--- src/rtl/uart_tx_fifo.sv ---
// UART transmitter with a small input FIFO.
// Frames are start / DATA_BITS data (LSB first) / optional parity / one or two stop bits.
// Bit timing is derived from an external oversample tick: OVERSAMPLE ticks per bit period.
// Parity mode and stop-bit count are sampled when a word leaves the FIFO, so they hold
// for the whole frame.

module uart_tx_fifo #(
    parameter int unsigned DATA_BITS  = 8,
    parameter int unsigned OVERSAMPLE = 16,
    parameter int unsigned FIFO_DEPTH = 4
) (
    input  logic                          clk,
    input  logic                          rst_n,
    input  logic                          enable,
    input  logic [1:0]                    parity_mode,
    input  logic                          stop2,
    input  logic                          din_valid,
    input  logic [DATA_BITS-1:0]          din_byte,
    output logic                          din_ready,
    output logic                          ser_out,
    output logic                          tx_busy,
    output logic [$clog2(FIFO_DEPTH):0]   fifo_count
);

    localparam int unsigned PtrW  = $clog2(FIFO_DEPTH);
    localparam int unsigned CntW  = PtrW + 1;
    localparam int unsigned SampW = $clog2(OVERSAMPLE);
    localparam int unsigned BitW  = $clog2(DATA_BITS);

    localparam logic [2:0] StIdle   = 3'd0;
    localparam logic [2:0] StStart  = 3'd1;
    localparam logic [2:0] StData   = 3'd2;
    localparam logic [2:0] StParity = 3'd3;
    localparam logic [2:0] StStop   = 3'd4;

    // FIFO storage and bookkeeping
    logic [DATA_BITS-1:0] mem_q [FIFO_DEPTH];
    logic [PtrW-1:0]      wr_ptr_q, wr_ptr_d;
    logic [PtrW-1:0]      rd_ptr_q, rd_ptr_d;
    logic [CntW-1:0]      count_q, count_d;
    logic                 full;
    logic                 push;
    logic                 pop;
    logic [DATA_BITS-1:0] head_word;

    // Transmit engine
    logic [2:0]           state_q, state_d;
    logic [SampW-1:0]     samp_q, samp_d;
    logic [BitW-1:0]      bit_q, bit_d;
    logic [DATA_BITS-1:0] shift_q, shift_d;
    logic                 par_bit_q, par_bit_d;
    logic                 par_en_q, par_en_d;
    logic                 stop2_q, stop2_d;
    logic                 ser_q, ser_d;
    logic                 tick;

    assign full      = (count_q == CntW'(FIFO_DEPTH));
    assign push      = din_valid && !full;
    // The engine only takes a new word while idle.
    assign pop       = (state_q == StIdle) && (count_q != '0);
    assign head_word = mem_q[rd_ptr_q];

    // End of a bit period: last oversample tick of the current bit.
    assign tick = enable && (samp_q == SampW'(OVERSAMPLE - 1));

    assign din_ready  = !full;
    assign fifo_count = count_q;
    assign ser_out    = ser_q;
    assign tx_busy    = (state_q != StIdle);

    // FIFO pointer and occupancy next-state
    always_comb begin
        wr_ptr_d = wr_ptr_q;
        rd_ptr_d = rd_ptr_q;
        count_d  = count_q;
        if (push) begin
            wr_ptr_d = wr_ptr_q + 1'b1;
        end
        if (pop) begin
            rd_ptr_d = rd_ptr_q + 1'b1;
        end
        unique case ({push, pop})
            2'b10:   count_d = count_q + 1'b1;
            2'b01:   count_d = count_q - 1'b1;
            default: count_d = count_q;
        endcase
    end

    // FIFO storage write; contents need no reset since occupancy gates every read
    always_ff @(posedge clk) begin
        if (push) begin
            mem_q[wr_ptr_q] <= din_byte;
        end
    end

    // Frame sequencing: next state, bit counters and serial line level
    always_comb begin
        state_d   = state_q;
        samp_d    = samp_q;
        bit_d     = bit_q;
        shift_d   = shift_q;
        par_bit_d = par_bit_q;
        par_en_d  = par_en_q;
        stop2_d   = stop2_q;
        ser_d     = ser_q;

        if ((state_q != StIdle) && enable) begin
            samp_d = tick ? '0 : samp_q + 1'b1;
        end

        case (state_q)
            StIdle: begin
                ser_d = 1'b1;
                if (pop) begin
                    shift_d   = head_word;
                    // Parity comes from the whole popped word, not the shifting copy.
                    par_bit_d = (^head_word) ^ (parity_mode == 2'b10);
                    par_en_d  = (parity_mode == 2'b01) || (parity_mode == 2'b10);
                    stop2_d   = stop2;
                    samp_d    = '0;
                    bit_d     = '0;
                    state_d   = StStart;
                    ser_d     = 1'b0;
                end
            end
            StStart: begin
                if (tick) begin
                    state_d = StData;
                    ser_d   = shift_q[0];
                    shift_d = shift_q >> 1;
                    bit_d   = '0;
                end
            end
            StData: begin
                if (tick) begin
                    if (bit_q == BitW'(DATA_BITS - 1)) begin
                        bit_d = '0;
                        if (par_en_q) begin
                            state_d = StParity;
                            ser_d   = par_bit_q;
                        end else begin
                            state_d = StStop;
                            ser_d   = 1'b1;
                        end
                    end else begin
                        ser_d   = shift_q[0];
                        shift_d = shift_q >> 1;
                        bit_d   = bit_q + 1'b1;
                    end
                end
            end
            StParity: begin
                if (tick) begin
                    state_d = StStop;
                    ser_d   = 1'b1;
                    bit_d   = '0;
                end
            end
            StStop: begin
                if (tick) begin
                    ser_d = 1'b1;
                    // bit_q counts completed stop periods.
                    if (stop2_q && (bit_q == '0)) begin
                        bit_d = BitW'(1);
                    end else begin
                        state_d = StIdle;
                        bit_d   = '0;
                    end
                end
            end
            default: begin
                state_d = StIdle;
                ser_d   = 1'b1;
            end
        endcase
    end

    // State registers with synchronous active-low reset; reset also flushes the FIFO
    always_ff @(posedge clk) begin
        if (!rst_n) begin
            wr_ptr_q  <= '0;
            rd_ptr_q  <= '0;
            count_q   <= '0;
            state_q   <= StIdle;
            samp_q    <= '0;
            bit_q     <= '0;
            shift_q   <= '0;
            par_bit_q <= 1'b0;
            par_en_q  <= 1'b0;
            stop2_q   <= 1'b0;
            ser_q     <= 1'b1;
        end else begin
            wr_ptr_q  <= wr_ptr_d;
            rd_ptr_q  <= rd_ptr_d;
            count_q   <= count_d;
            state_q   <= state_d;
            samp_q    <= samp_d;
            bit_q     <= bit_d;
            shift_q   <= shift_d;
            par_bit_q <= par_bit_d;
            par_en_q  <= par_en_d;
            stop2_q   <= stop2_d;
            ser_q     <= ser_d;
        end
    end

endmodule
--- config.mk ---
export PLATFORM = sky130hd
export DESIGN_NAME = uart_tx_fifo
export DESIGN_NICKNAME = d
export VERILOG_FILES = /design/src/rtl/uart_tx_fifo.sv
export SDC_FILE = /design/constraint.sdc
export NUM_CORES = 1
export LEC_CHECK = 0
export CAP_MARGIN = 40
export CORE_UTILIZATION = 58
export CTS_CLUSTER_SIZE = 16
export DETAILED_ROUTE_END_ITERATION = 10
export PLACE_DENSITY = 0.81
export SLEW_MARGIN = 10
export SYNTH_ARGS = -nofsm -noshare
export SYNTH_HDL_FRONTEND = slang
export SYNTH_SLANG_ARGS = --single-unit
--- constraint.sdc ---
create_clock -name clk -period 3.04 [get_ports clk]
set_input_delay 0.912 -clock clk [delete_from_list [all_inputs] [get_ports clk]]
set_output_delay 0.912 -clock clk [all_outputs]
set_load 0.02 [all_outputs]
==> impl_metrics.csv <==
group,metric,value,unit
power_and_ir_drop,max-vdd-ir-drop,0.0005205,V
clock_network,cts.sinks,63,
timing,slew_violations,0,
power_and_ir_drop,p_clk_frac,0.211,
critical_path,cp-end-kind,"primary output",
synth,synth_seq_cells,63,
power_and_ir_drop,switching_share,0.3525,
die,rows,25,
die,start_util,0.6039,
power_and_ir_drop,p_sw,0.9970,mW
global_route,grt_pass1_vias,1926,
timing,finalCritPeriodShare,0.9356,
placement,place_congestion,0.7485,
global_route,antenna_found_initial,0,
power_and_ir_drop,power_frac_comb,0.379,
critical_path,critPathKind,"register to primary output",
die,die_w,72.36,um
final_layout,layout_common_cells,"32 x edfxtp_1, 31 x dfxtp_1, 25 x nor2_1",
timing,clock.fmax,0.3516,GHz
critical_path,worstPathMaxFanout,13,
detailed_routing,wl,5339,um
placement,hpwl,3696,um
detailed_routing,post_drt_wl_per_cell,15.61,um
detailed_routing,firstDrtPassIters,5,
global_route,grt_pass1_wl,8997,um
final_layout,fillers,365,
placement,dpl_cell_area,3137,um^2
timing,fin_ws,0.1957,ns
detailed_routing,via_per_inst,5.585,
clock_network,cts_buffers,9,
timing,finalHoldViolCount,0,
die,io_pins,21,
die,die_h,72.36,um
power_and_ir_drop,power.total,2.829,mW
run_status,status,"finished, final reports clean",
detailed_routing,ant_nets,0,
job,maxCapViolations,0,
die,die-area,5236,um^2
placement,dp_slack,0.02517,ns
detailed_routing,drc,0,
clock_network,ctsRootBufferMaster,"clkbuf_8",
synth,synth.distinct_cells,48,
synth,ys_seq_area_frac,0.5508,
timing,fin_crit,2.844,ns
global_route,grt_max_degree,25,
timing,worstMarginPinSlew,0.7250,ns
timing,skew,0.008289,ns
final_layout,fin_area,3289,um^2
synth,syn_area_per_cell,11.72,um^2
critical_path,cp_cell_sequence,"or3_1 -> clkdlybuf4s50_1",
critical_path,critPathLaunchType,"register",
detailed_routing,drtIter0Drc,111,
clock_network,postCtsHoldBufs,0,
final_layout,drive_above_1_share,0.08364,
global_route,track_usage,0.2336,
final_layout,nNetsFinal,296,
clock_network,cts.clk_slew.worst_paths,0.07,ns
clock_network,cts_max_path_buffers,2,
timing,max-slew-margin-rel,0.5161,
detailed_routing,num_vias,1910,
power_and_ir_drop,p_leak,1.180,nW
hold_path,hold_path.class,"register to register",
final_layout,postLayoutCoreUtil,0.6918,
placement,portBuffers,20,
synth,ys_async_sr_fraction,0,
critical_path,crit_slowest_cell,"clkdlybuf4s50_1",
clock_network,cts_resized,0,
synth,syn_inst,245,
synth,synthFlopType,"edfxtp_1",
power_and_ir_drop,internal_power,1.832,mW
timing,hold_ws,0.4776,ns
critical_path,required,2.13,ns
die,core,4755,um^2
clock_network,clk_latency,0.34,ns
timing,setup_viol,0,
final_layout,final_cells,342,
clock_network,postCtsSetupRepairBufs,0,
clock_network,tritoncts,"done",
final_layout,syn_to_final_growth,14.55,%
synth,synth_enable_flop_cells,32,
power_and_ir_drop,p_seq_frac,0.410,
final_layout,mostFrequentLayoutCell,"edfxtp_1",
placement,dp.cells,326,
global_route,grt_overflow,0,
critical_path,cpPeakStageDelay,0.67,ns
timing,rsz0062_at_grt,"false",
critical_path,cp_data_arrival_time,1.93,ns
synth,syn_nets,271,
synth,yosysWarnings,0,
synth,syn_area,2872,um^2
clock_network,htreeDepth,3,
final_layout,n_antenna_cell,0,
power_and_ir_drop,powerDensity,860.0,nW/um^2
timing,tns,0,ns
-- flip-flops by register name (all words and copies together) (netlist names), named ones only --
name	flops
shift_q	8
fifo_count	3
rd_ptr_q	2
bit_q	3
samp_q	4
wr_ptr_q	2
par_bit_q	1
stop2_q	1
mem_q	32
ser_out	1
state_q	3
par_en_q	1
-- critical path: cells and delay by family (launching register included) --
family	cells	cell delay (ns)
buffers and inverters	1	0.67
flip-flops	1	0.56
AND/OR/NAND/NOR	1	0.37
-- logic make-up after synthesis --
group	Yosys count	synth area share
simple gates	80	0.1364
flops	63	0.5508
compound gates	42	0.09282
buf+inv	23	0.03399
xor+xnor	13	0.04706
mux	13	0.08845
fa+ha+maj	11	0.05054
-- area by class of cell --
class,count,area (um^2),share of cell area
flip-flops and latches,63,1582,0.4808
well taps,67,83.83,0.02549
inverters,13,48.80,0.01483
clock buffers,13,138.9,0.04222
repair buffers,24,230.2,0.06999
clock inverters,3,13.76,0.004184
multi-input cells,159,1192,0.3625
-- final timing paths --
| check | slack (ns) | end | startpoint | depth (start not counted) |
|---|---|---|---|---|
| worst max-delay path | 0.20 | tx_busy | state_q[0]$_SDFFE_PN0P_ | 2 |
| worst min-delay path | 0.48 | shift_q[1]$_SDFFE_PN0P_ | shift_q[2]$_SDFFE_PN0P_ | 2 |
| worst max register to register | 0.49 | fifo_count[2]$_SDFFE_PN0P_ | state_q[0]$_SDFFE_PN0P_ | 8 |
| worst min register to register | 0.48 | shift_q[1]$_SDFFE_PN0P_ | shift_q[2]$_SDFFE_PN0P_ | 2 |
-- routing by layer --
layer  vias up  GRT usage  part of all wire
met5         -          0                 0
met4         0     0.1024             0.021
met3        11    0.05833             0.036
met2        37     0.3853              0.50
met1       911     0.2926              0.45
li1        951          -                 -
-- power groups by stage --
stage | clock network, mW | registers [mW] | logic, mW
2_1_floorplan | 0 | 1.14 | 0.814
3_3_place_gp | 0 | 1.17 | 1.02
3_5_place_dp | 0 | 1.18 | 1.05
4_1_cts | 0.603 | 1.16 | 1.07
5_1_grt | 0.636 | 1.18 | 1.19
6_report | 0.597 | 1.16 | 1.07
-- Yosys cell counts, types with 2 or more instances --
| cell | n | area [um^2] |
|---|---|---|
| a21oi_1 | 11 | 55.05 |
| a311oi_1 | 8 | 70.07 |
| and3_1 | 4 | 25.02 |
| buf_2 | 3 | 15.01 |
| clkbuf_1 | 6 | 22.52 |
| dfxtp_1 | 31 | 620.6 |
| edfxtp_1 | 32 | 960.9 |
| ha_1 | 10 | 125.1 |
| inv_1 | 13 | 48.80 |
| mux2i_1 | 4 | 40.04 |
| mux4_1 | 6 | 157.7 |
| mux4_2 | 2 | 45.04 |
| nand2_1 | 21 | 78.83 |
| nand2b_1 | 2 | 12.51 |
| nand3_1 | 7 | 35.03 |
| nand3b_1 | 2 | 15.01 |
| nand4_1 | 3 | 18.77 |
| nor2_1 | 25 | 93.84 |
| nor2b_1 | 3 | 18.77 |
| nor3_1 | 2 | 10.01 |
| o21ai_0 | 13 | 65.06 |
| or3_1 | 2 | 12.51 |
| xnor2_1 | 5 | 43.79 |
| xor2_1 | 6 | 52.55 |
Power figures use the tool's default switching activity.
